## config.mk

```make
export PLATFORM = sky130hd
export DESIGN_NAME = mmio_uart_tx
export DESIGN_NICKNAME = d
export VERILOG_FILES = /design/src/rtl/uart_pkg.sv /design/src/rtl/sync_fifo.sv /design/src/rtl/mmio_uart_tx.sv
export SDC_FILE = /design/constraint.sdc
export NUM_CORES = 1
export LEC_CHECK = 0
export CAP_MARGIN = 20
export CORE_MARGIN = 4
export CORE_UTILIZATION = 35
export CTS_BUF_LIST = sky130_fd_sc_hd__clkbuf_4
export DETAILED_ROUTE_END_ITERATION = 6
export SLEW_MARGIN = 20
export SYNTH_ARGS = -nofsm -noshare
export SYNTH_HDL_FRONTEND = slang
export SYNTH_SLANG_ARGS = --single-unit
```

## constraint.sdc

```tcl
create_clock -name clk -period 3.4 [get_ports clk]
set_input_delay 0.51 -clock clk [delete_from_list [all_inputs] [get_ports clk]]
set_output_delay 0.51 -clock clk [all_outputs]
set_load 0.03 [all_outputs]
```

## src/rtl/uart_pkg.sv

```systemverilog
// Shared types and constants for the memory-mapped UART transmitter.
//   uart_state_t : serializer FSM states (PARITY exists only when UART_TX_PARITY_EN is built)
//   *_OFS        : register byte offsets from the window base address
//   ST_*         : bit positions inside the STATUS register
package uart_pkg;

    typedef enum logic [2:0] {
        IDLE,
        START,
        DATA,
        PARITY,
        STOP
    } uart_state_t;

    localparam logic [31:0] TXDATA_OFS = 32'd0;
    localparam logic [31:0] STATUS_OFS = 32'd4;

    localparam int unsigned ST_ACTIVE = 0;
    localparam int unsigned ST_EMPTY  = 1;
    localparam int unsigned ST_FULL   = 2;
    localparam int unsigned ST_OVF    = 3;

endpackage

```

## src/rtl/sync_fifo.sv

```systemverilog
// Small synchronous FIFO with a combinational head output.
//   clk, rst : clock, synchronous active-high reset (clears pointers and count)
//   push/din : write din when not full, or when full but popping in the same cycle
//   pop/dout : dout always shows the head entry; pop advances it when not empty
//   full/empty : occupancy flags
// DEPTH must be a power of two so the pointers wrap naturally.
module sync_fifo #(
    parameter int unsigned WIDTH = 8,
    parameter int unsigned DEPTH = 4
) (
    input  logic             clk,
    input  logic             rst,
    input  logic             push,
    input  logic             pop,
    input  logic [WIDTH-1:0] din,
    output logic [WIDTH-1:0] dout,
    output logic             full,
    output logic             empty
);

    localparam int unsigned AW = (DEPTH > 1) ? $clog2(DEPTH) : 1;
    localparam int unsigned CW = $clog2(DEPTH + 1);

    logic [WIDTH-1:0] mem_q [DEPTH];
    logic [AW-1:0]    wr_ptr_q, wr_ptr_d;
    logic [AW-1:0]    rd_ptr_q, rd_ptr_d;
    logic [CW-1:0]    count_q,  count_d;
    logic             do_push;
    logic             do_pop;

    assign full    = (count_q == CW'(DEPTH));
    assign empty   = (count_q == '0);
    assign do_pop  = pop && !empty;
    assign do_push = push && (!full || do_pop);
    assign dout    = mem_q[rd_ptr_q];

    // Pointer and occupancy update; simultaneous push and pop keeps count.
    always_comb begin
        wr_ptr_d = wr_ptr_q;
        rd_ptr_d = rd_ptr_q;
        count_d  = count_q;
        if (do_push) begin
            wr_ptr_d = wr_ptr_q + AW'(1);
        end
        if (do_pop) begin
            rd_ptr_d = rd_ptr_q + AW'(1);
        end
        case ({do_push, do_pop})
            2'b10:   count_d = count_q + CW'(1);
            2'b01:   count_d = count_q - CW'(1);
            default: count_d = count_q;
        endcase
    end

    always_ff @(posedge clk) begin
        if (rst) begin
            wr_ptr_q <= '0;
            rd_ptr_q <= '0;
            count_q  <= '0;
        end else begin
            wr_ptr_q <= wr_ptr_d;
            rd_ptr_q <= rd_ptr_d;
            count_q  <= count_d;
        end
    end

    // Storage needs no reset: entries are only visible once counted.
    always_ff @(posedge clk) begin
        if (do_push) begin
            mem_q[wr_ptr_q] <= din;
        end
    end

endmodule

```

## src/rtl/mmio_uart_tx.sv

```systemverilog
// Memory-mapped UART transmitter sitting on the CPU data-memory store bus.
//   clk, rst : clock, synchronous active-high reset (aborts any frame, drops queued bytes)
//   WE, A, WD: store bus shared with dmem; a store to BASE_ADDR+0 queues WD[7:0],
//              a store to BASE_ADDR+4 clears the sticky overflow flag
//   RD       : registered read data, STATUS when A==BASE_ADDR+4 else zero
//   tx       : registered serial line, idle high, 8N1 frames LSB first
//   busy     : FIFO non-empty or serializer not idle
// Build option: define UART_TX_PARITY_EN to insert an even-parity bit before STOP.
module mmio_uart_tx
    import uart_pkg::*;
#(
    parameter logic [31:0] BASE_ADDR    = 32'h1001_0100,
    parameter int unsigned CLKS_PER_BIT = 16,
    parameter int unsigned FIFO_DEPTH   = 4
) (
    input  logic        clk,
    input  logic        rst,
    input  logic        WE,
    input  logic [31:0] A,
    input  logic [31:0] WD,
    output logic [31:0] RD,
    output logic        tx,
    output logic        busy
);

    localparam int unsigned BW = $clog2(CLKS_PER_BIT);

    uart_state_t   state_q, state_d;
    logic [BW-1:0] baud_q,  baud_d;
    logic [2:0]    bit_q,   bit_d;
    logic [7:0]    shift_q, shift_d;
    logic          tx_q,    tx_d;
    logic          ovf_q,   ovf_d;
    logic [31:0]   rd_q,    rd_d;
`ifdef UART_TX_PARITY_EN
    logic          par_q,   par_d;
`endif

    logic          sel_data;
    logic          sel_status;
    logic          wr_data;
    logic          push_ok;
    logic          pop_c;
    logic          last_tick;
    logic [7:0]    fifo_dout;
    logic          fifo_full;
    logic          fifo_empty;
    logic [31:0]   status_c;
    logic          unused_wd;

    assign unused_wd  = ^WD[31:8];

    // Address decode on the full 32-bit byte address.
    assign sel_data   = (A == BASE_ADDR + TXDATA_OFS);
    assign sel_status = (A == BASE_ADDR + STATUS_OFS);
    assign wr_data    = WE && sel_data;
    // A full FIFO still accepts when the serializer pops in the same cycle.
    assign push_ok    = wr_data && (!fifo_full || pop_c);
    assign last_tick  = (baud_q == BW'(CLKS_PER_BIT - 1));

    sync_fifo #(
        .WIDTH (8),
        .DEPTH (FIFO_DEPTH)
    ) u_fifo (
        .clk   (clk),
        .rst   (rst),
        .push  (push_ok),
        .pop   (pop_c),
        .din   (WD[7:0]),
        .dout  (fifo_dout),
        .full  (fifo_full),
        .empty (fifo_empty)
    );

    // Serializer next-state; tx_d is the line level for the state being entered.
    always_comb begin
        state_d = state_q;
        baud_d  = baud_q;
        bit_d   = bit_q;
        shift_d = shift_q;
        pop_c   = 1'b0;
        tx_d    = 1'b1;
`ifdef UART_TX_PARITY_EN
        par_d   = par_q;
`endif
        case (state_q)
            IDLE: begin
                if (!fifo_empty) begin
                    pop_c   = 1'b1;
                    shift_d = fifo_dout;
                    state_d = START;
                    baud_d  = '0;
`ifdef UART_TX_PARITY_EN
                    par_d   = ^fifo_dout;
`endif
                end
            end
            START: begin
                if (last_tick) begin
                    state_d = DATA;
                    baud_d  = '0;
                    bit_d   = 3'd0;
                end else begin
                    baud_d  = baud_q + BW'(1);
                end
            end
            DATA: begin
                if (last_tick) begin
                    baud_d = '0;
                    if (bit_q == 3'd7) begin
`ifdef UART_TX_PARITY_EN
                        state_d = PARITY;
`else
                        state_d = STOP;
`endif
                    end else begin
                        bit_d   = bit_q + 3'd1;
                        shift_d = {1'b0, shift_q[7:1]};
                    end
                end else begin
                    baud_d = baud_q + BW'(1);
                end
            end
`ifdef UART_TX_PARITY_EN
            PARITY: begin
                if (last_tick) begin
                    state_d = STOP;
                    baud_d  = '0;
                end else begin
                    baud_d  = baud_q + BW'(1);
                end
            end
`endif
            STOP: begin
                if (last_tick) begin
                    state_d = IDLE;
                    baud_d  = '0;
                end else begin
                    baud_d  = baud_q + BW'(1);
                end
            end
            default: begin
                state_d = IDLE;
                baud_d  = '0;
            end
        endcase

        case (state_d)
            START:   tx_d = 1'b0;
            DATA:    tx_d = shift_d[0];
`ifdef UART_TX_PARITY_EN
            PARITY:  tx_d = par_d;
`endif
            default: tx_d = 1'b1;
        endcase
    end

    // Status word and read/overflow bookkeeping, all from pre-edge state.
    always_comb begin
        status_c            = '0;
        status_c[ST_ACTIVE] = (state_q != IDLE);
        status_c[ST_EMPTY]  = fifo_empty;
        status_c[ST_FULL]   = fifo_full;
        status_c[ST_OVF]    = ovf_q;

        rd_d  = sel_status ? status_c : 32'h0;

        ovf_d = ovf_q;
        if (WE && sel_status) begin
            ovf_d = 1'b0;
        end else if (wr_data && !push_ok) begin
            ovf_d = 1'b1;
        end
    end

    always_ff @(posedge clk) begin
        if (rst) begin
            state_q <= IDLE;
            baud_q  <= '0;
            bit_q   <= '0;
            shift_q <= '0;
            tx_q    <= 1'b1;
            ovf_q   <= 1'b0;
            rd_q    <= '0;
`ifdef UART_TX_PARITY_EN
            par_q   <= 1'b0;
`endif
        end else begin
            state_q <= state_d;
            baud_q  <= baud_d;
            bit_q   <= bit_d;
            shift_q <= shift_d;
            tx_q    <= tx_d;
            ovf_q   <= ovf_d;
            rd_q    <= rd_d;
`ifdef UART_TX_PARITY_EN
            par_q   <= par_d;
`endif
        end
    end

    assign RD   = rd_q;
    assign tx   = tx_q;
    assign busy = !fifo_empty || (state_q != IDLE);

endmodule
```

==> results of run 1 <==
[state kept, by name, summed over array words and instances, names as in the netlist, named ones only]
name and flops:
RD 4, baud_q 4, bit_q 3, ovf_q 1, shift_q 8, state_q 3
tx 1, u_fifo.count_q 3, u_fifo.mem_q 32, u_fifo.rd_ptr_q 2, u_fifo.wr_ptr_q 2
[where the power goes]
| part | switching [W] | internal, W | total [W] |
|---|---|---|---|
| logic | 0.0000599 | 0.0000461 | 0.000106 |
| clock network | 0.000314 | 0.000164 | 0.000477 |
| registers | 0.00000000000149 | 0.000820 | 0.000820 |
[path summary, 6_finish.rpt]
| check | slack [ns] | endpoint | start |
|---|---|---|---|
| worst max-delay path | 0.66 | busy | state_q[0] |
| worst min-delay path | 0.46 | shift_q[6] | shift_q[6] |
| worst max register to register | 0.73 | u_fifo.count_q[2] | state_q[0] |
| worst min register to register | 0.46 | shift_q[6] | shift_q[6] |
[synthesized netlist by cell type (3+ instances only)]
| cell | number |
|---|---|
| nor2b_1 | 4 |
| nor4_1 | 5 |
| and3_1 | 5 |
| clkbuf_1 | 6 |
| edfxtp_1 | 32 |
| nor3_1 | 4 |
| nand4_1 | 4 |
| and2_1 | 4 |
| a21oi_1 | 14 |
| nor3b_1 | 4 |
| inv_1 | 10 |
| xor2_1 | 4 |
| nor2_1 | 16 |
| mux4_2 | 8 |
| nand3_1 | 3 |
| a22oi_1 | 9 |
| nand2_1 | 12 |
| dfxtp_1 | 33 |
| or3_1 | 7 |
| ha_1 | 8 |
| buf_4 | 29 |
| buf_2 | 3 |
| nand2b_1 | 5 |
[worst max-delay path, cell delays in order, from the launching register on]
cell	delay [ns]
dfxtp_1	0.46
or3_1	0.52
nor2_2	0.19
inv_2	0.06
clkdlybuf4s50_1	0.59
[cell usage in the layout (no fill, tap or decap), types with 5 or more instances in the layout]
cell | Yosys | routed
clkdlybuf4s50_1 | 0 | 48
dfxtp_1 | 33 | 33
edfxtp_1 | 32 | 32
conb_1 | 1 | 28
nor2_1 | 16 | 16
a21oi_1 | 14 | 14
nand2_1 | 12 | 12
inv_1 | 10 | 10
a22oi_1 | 9 | 9
clkbuf_4 | 0 | 9
mux4_2 | 8 | 8
ha_1 | 8 | 8
or3_1 | 7 | 7
nor4_1 | 5 | 5
and3_1 | 5 | 5
nand2b_1 | 5 | 5
[cell families after synthesis]
| logic type | share of synthesized area [%] |
|---|---|
| XOR/XNOR | 1.43 |
| other | 0.122 |
| adder cells (fa/ha/maj) | 3.92 |
| AO/OA/AOI/OAI | 8.70 |
| buffers and inverters | 9.80 |
| AND/OR/NAND/NOR | 16.2 |
| flip-flops | 52.9 |
| multiplexers | 6.94 |
[final cells by class]
class	instances	share of cell area [%]
Clock buffer	9	1.84
Timing Repair Buffer	51	13.7
Tap cell	105	3.58
Clock inverter	7	1.60
Sequential cell	65	44.2
Multi-Input combinational cell	175	33.9
Inverter	11	1.13
[per-stage QoR]
stage,setup WS (ns),hold WS [ns]
global placement,0.328,0.439
finish,0.659,0.463
floorplan,0.963,0.432
detailed placement,0.273,0.447
global route,0.501,0.493
CTS,0.614,0.464
[layer usage]
layer	wire length (um)	part of all wire [%]	vias up
met5	0	0	-
met4	29	0.51	0
met3	271	4.8	2
met2	2990	53	47
met1	2410	42	995
li1	-	-	1011
==> metrics.txt, run 1 <==
Power Dens Cells 383 mW/mm^2; clk buf depth 2; Setup Fix Bufs, Post-CTS 0; Final nets around 390; RD Place Congestion 0.749; Starting Density 36.6%; flops & latches, synth 65; FFs w/ async S/R, synth 0%; Post-Place Cells 407; met1 Usage GRT between 10 and 15%; WHS Path Cells 2; drt drc 0; die area 0.0103 mm^2; FF-to-FF path depth 10; post-synthesis sequential area ratio a little over half; max cap viols 0; fin util between 40% and 50%; crit share post-route approximately 80%; Overall Global Routing Usage between 10% and 20%; routed wire length around 5.7 mm; worst slew pin tran 0.645 ns; final setup skew about 0.020 ns; worst min-delay path category flop to flop; Setup Viol. Count Final 0; worst-path maximum fanout 14; top post-synthesis cells by area edfxtp_1, dfxtp_1, buf_4; final non-filler cell total between 400 and 500; Worst EP required 2.89 ns; Slew Viols, Final 0; critical path arrival 2.23 ns; antenna violations before repair 0; core area between 0.008 and 0.009 mm^2; total power 0.00140 W; RSZ-0062 raised after global routing no; largest net degree at the start of global routing 18; row cnt 33; ys flop type dfxtp_1; Setup TNS 0 ns; PostCTS Resize Cnt 0; clk sinks 65; DIE WIDTH roughly 100 um; post-route ant nets 0; synthesized cell area slightly above 0.003 mm^2; CTS clk-pin slew, worst paths 0.12 ns; crit end category output pin; GRT met2 Usage slightly below 20%; mean area per synthesized cell about 12 um^2; static leakage 1.27 nW; Root Driver clkbuf_4; clock buffer count from CTS 9; Post-CTS Hold Fix Bufs 0; crit start category flop; worst vdd ir about 0.22 mV; fmax approximately 360 MHz; Via density 4.86; Register Area roughly 0.0016 mm^2; Hold Fails Final Rpt 0; met3 Use GR ~5%; Synth Warn # 0; headroom to the max-slew limit a little under three fifths; vias in the first global route between 1500 and 2000; cell count after synthesis between 200 and 300; grt ovf 0; share of post-route cells with drive strength above 1 ~11%; placed cell areas 0.00354 mm^2; # port buffers 48; drt pass-1 iters 4; Vias around 2100; Crit Path Class flop to output pin; EDFF count, synth 32; dpl hpwl around 4.2 mm; Die H between 100 and 150 um; fillcell total ~770; Yosys top cell area share between 30% and 40%; drt first-iter violations between 70 and 80; area leader, netlist edfxtp_1; status complete, no violations; first-pass GRT wire length about 9.4 mm; htree depth 3; CTS tree built; IO Pins 101; Multi-input gate area around 0.0012 mm^2; DR WL/cell between 10 and 15 um; # diodes 0; design area 0.00367 mm^2; area grow syn2layout 19.7%; post-layout min period between 2 and 3 ns; post-synth cell types 52; clk_lat worst skew roughly 0.42 ns; grt peak-use layer met2
No activity file was read; power rests on OpenSTA's default activity.
==> inputs of run 2 (changes only) <==
clock period = 2.8 ns   (was 3.4 ns; I/O delays follow)
==> metrics.txt, run 2 (synthesis results as in run 1) <==
headroom to the max-slew limit between 50% and 60%; crit start category flop; largest net degree at the start of global routing 18; Crit Path Class flop to output pin; max cap viols 0; drt drc 0; Worst Setup SP u_fifo.count_q[0]; Post-CTS Hold Fix Bufs 0; Worst EP required between 2 and 2.5 ns; Max stage delay on crit path between 0.5 and 0.6 ns; DR top layer met4; Overall Global Routing Usage 11.6%; Die H about 100 um; post-layout min period roughly 2.5 ns; Final Hold Slack 0.463 ns; Worst path top cell family by delay simple AND/OR/NAND/NOR gates; drt pass-1 iters 6; routed wire length ~5.8 mm; CTS tree built; static leakage between 1 and 1.5 nW; largest register by flop count u_fifo.mem_q; DR WL/cell between 10 and 15 um; HP Start shift_q[6]; worst-path maximum fanout 5; Final nets about 400; M1 wire length ~2.6 mm; Setup TNS 0 ns; clk buf depth 2; post-route ant nets 0; dpl hpwl around 4.3 mm; RD Place Congestion roughly 0.73; Setup Fix Bufs, Post-CTS 0; crit share post-route between 80 and 90%; crit end category output pin; Hold Fails Final Rpt 0; most frequent cells in the layout clkdlybuf4s50_1, dfxtp_1, edfxtp_1, conb_1; Slowest cell on crit path clkdlybuf4s50_1; PostCTS Resize Cnt 0; worst min-delay path category flop to flop; RSZ-0062 raised after global routing no; WP buf/inv 2; max reg flops 32; row cnt 33; grt ovf 0; Regs by FF count u_fifo.mem_q: 32 flops, shift_q: 8 flops; Starting Density 36.6%; R2R Path Start state_q[1]; critical path arrival 2.09 ns; core area around 0.0084 mm^2; IO Pins approximately 100; Power Dens Cells ~450 mW/mm^2; CTS clk-pin slew, worst paths 0.12 ns; vias in the first global route between 1500 and 2000; Vias ~2100; Slew Viols, Final 0; # port buffers 48; wire length on met2 2.90 mm; share of post-route cells with drive strength above 1 between 10% and 20%; crit-path cells or3_1, nor2_2, inv_2, clkdlybuf4s50_1; worst slew pin tran 0.608 ns; die area a little over 0.01 mm^2; Via density 4.74; antenna violations before repair 0; clk_lat worst skew around 0.41 ns; Setup Viol. Count Final 0; first-pass GRT wire length between 9 and 10 mm; final setup skew 0.0180 ns; # diodes 0; htree depth 3; routed wl met3 around 270 um; worst vdd ir between 0.3 and 0.4 mV; commonest non-fill, non-tap cell in the layout clkdlybuf4s50_1; clk sinks 65; Root Driver clkbuf_4; DIE WIDTH approximately 100 um; clock buffer count from CTS 9; area grow syn2layout 22.9%; status complete, no violations; fmax ~400 MHz; drt first-iter violations 70
run 2: layout make-up:
cell class | count | area (um^2)
clock inverters | 7 | 58.8
clock buffers | 9 | 67.6
multi-input cells | 175 | 1240
fillers | 795 | 4620
well taps | 105 | 131
flip-flops and latches | 65 | 1620
inverters | 11 | 41.3
repair buffers | 64 | 601
run 2: power by group:
group	switching, W	internal [W]
Clock	0.000377	0.000197
Combinational	0.0000729	0.0000569
Sequential	0.00000000000114	0.000995
run 2: per-layer routing:
layer | vias to the layer above | GRT usage, %
met5 | - | 0
met4 | 0 | 3.68
met2 | 48 | 18.3
li1 | 1032 | -
met1 | 983 | 15.1
met3 | 5 | 3.72
run 2: worst min-delay path: cells and delay by family (launching register included):
family / cells / cell delay, ns
compound gates: 1 / 0.05
flops: 1 / 0.33
simple gates: 1 / 0.05
run 2: metrics by stage:
stage | power [W] | util (%) | area (um^2) | cells | setup slack (ns)
final | 0.00170 | 44.9 | 3760 | 436 | 0.292
after global routing | 0.00179 | 44.9 | 3760 | 436 | 0.176
after CTS | 0.00173 | 44.9 | 3760 | 436 | 0.266
after detailed placement | 0.00115 | 43.4 | 3640 | 420 | -0.0217
after global placement | 0.00114 | 43.4 | 3640 | 420 | 0.00242
after floorplan | 0.00111 | - | 3170 | 290 | 0.408
run 2: final timing paths:
| check | end | slack [ns] | depth (start not counted) |
|---|---|---|---|
| min reg2reg | shift_q[6] | 0.46 | 2 |
| max reg2reg | u_fifo.count_q[2] | 0.46 | 10 |
| min | shift_q[6] | 0.46 | 2 |
| max | busy | 0.29 | 4 |
==> inputs of run 3 (changes only) <==
PLACE_DENSITY = 0.66   (was not set)
clock period = 2.3 ns   (was 2.8 ns; I/O delays follow)
==> metrics.txt, run 3 (synthesis results as in run 1) <==
status complete, no violations; worst min-delay path category flop to flop; post-layout min period 2.25 ns; M1 wire length 2.37 mm; routed wl met3 between 300 and 400 um; worst-path maximum fanout 5; Setup Viol. Count Final 0; Starting Density a little over a third; clk_lat worst skew about 0.40 ns; clock buffer count from CTS 9; # port buffers 48; dpl hpwl 4.44 mm; Die H 102 um; Regs by FF count u_fifo.mem_q: 32 flops, shift_q: 8 flops; routed wire length between 5 and 6 mm; Via density just under 5; DP Worst Slack -0.390 ns; drt pass-1 iters 4; CTS clk-pin slew, worst paths 0.10 ns; IO Pins 101; final non-filler cell total 447; fmax approximately 440 MHz; DR WL/cell 12.9 um; Multi-input gate area roughly 0.0013 mm^2; worst slew pin tran a little over 0.6 ns; largest register by flop count u_fifo.mem_q; max cap viols 0; RD Place Congestion between 0.7 and 0.8; crit start category flop; Register Area approximately 0.0016 mm^2; clk buf depth 2; Power Dens Cells approximately 560 mW/mm^2; RSZ-0062 raised after global routing yes; wire length on met2 roughly 2.9 mm; # diodes 0; Slew Viols, Final 0; htree depth 3; Hold Fails Final Rpt 0; die area 0.0103 mm^2; post-route ant nets 0; static leakage 1.45 nW; clk sinks 65; critical path arrival around 2.6 ns; Overall Global Routing Usage 11.6%; final setup skew between 0.01 and 0.015 ns; internal cell power roughly 0.0017 W; first-pass GRT wire length approximately 9.3 mm; drt first-iter violations 67; CTS tree built; share of post-route cells with drive strength above 1 approximately 20%; area grow syn2layout 28.8%; drt drc 0; antenna violations before repair 0; crit share post-route 98.0%; Worst EP required ~2.6 ns; switch share 22.2%; Post-CTS Hold Fix Bufs 0; Seq pwr share ~55%; DR top layer met4; crit end category flop; Vias roughly 2100; total power 0.00221 W; Logic pwr share ~7.3%; DIE WIDTH around 100 um; Post-Place Cells 430; clock share of power between 30% and 40%; commonest non-fill, non-tap cell in the layout clkdlybuf4s50_1; headroom to the max-slew limit between 50% and 60%; Root Driver clkbuf_4; fillcell total 759; Crit Path Class flop to flop; grt ovf 0; max reg flops 32; Final WS setup 0.0453 ns; row cnt 33; Sw Pwr between 0.0004 and 0.0005 W; core area between 0.008 and 0.009 mm^2; worst vdd ir approximately 0.42 mV; most frequent cells in the layout clkdlybuf4s50_1, dfxtp_1, edfxtp_1, conb_1, buf_4; largest net degree at the start of global routing 19; vias in the first global route 2042; Final nets 413
==> run 3: cell type report <==
| class | instances | share of cell area, % |
|---|---|---|
| Timing Repair Buffer | 75 | 17.7 |
| Inverter | 11 | 1.05 |
| Clock inverter | 7 | 2.41 |
| Tap cell | 105 | 3.33 |
| Sequential cell | 65 | 41.1 |
| Clock buffer | 9 | 1.71 |
| Multi-Input combinational cell | 175 | 32.7 |
==> run 3: final timing paths <==
kind | startpoint | end | slack, ns | cells after the start
worst max register to register | u_fifo.count_q[2] | u_fifo.count_q[2] | 0.05 | 10
worst max-delay path | u_fifo.count_q[2] | u_fifo.count_q[2] | 0.05 | 10
worst min register to register | shift_q[6] | shift_q[6] | 0.46 | 2
worst min-delay path | shift_q[6] | shift_q[6] | 0.46 | 2
==> run 3: power groups by stage <==
stage / combinational [W] / clock (W) / sequential [W]
after floorplan: 0.000111 / 0 / 0.00124
after CTS: 0.000161 / 0.000867 / 0.00121
final: 0.000162 / 0.000841 / 0.00121
after global routing: 0.000173 / 0.000930 / 0.00121
after global placement: 0.000159 / 0 / 0.00124
after detailed placement: 0.000161 / 0 / 0.00124
==> run 3: through the flow <==
stage | util, % | TNS (ns) | cell area [um^2] | hold WS [ns]
after floorplan | - | 0 | 3210 | 0.432
after global placement | 44.8 | -2.21 | 3760 | 0.439
after detailed placement | 44.8 | -2.02 | 3760 | 0.448
after CTS | 46.8 | 0 | 3920 | 0.463
after global routing | 47.1 | -0.166 | 3950 | 0.483
final | 47.1 | 0 | 3950 | 0.460
==> run 3: repair_timing <==
action | 4_1_cts | 5_1_grt
gates resized for setup | 2 | 6
buffers inserted | 0 | 1
cloned | 0 | 0
endpoints found under the setup margin | 2 | 3
pin swaps | 0 | 5
==> run 3: routing by layer <==
metal	track usage [%]	vias to the layer above
li1	-	1053
met1	13.8	1012
met2	19.8	74
met3	3.79	8
met4	3.99	0
met5	0	-
==> run 3: worst max-delay path: stages (launching register included) <==
cell,delay [ns]
dfxtp_1,0.39
nor3b_1,0.37
a21oi_2,0.11
nor4b_4,0.15
inv_2,0.07
ha_4,0.13
inv_2,0.03
fa_2,0.36
xor2_2,0.16
or3_1,0.30
a21oi_1,0.12
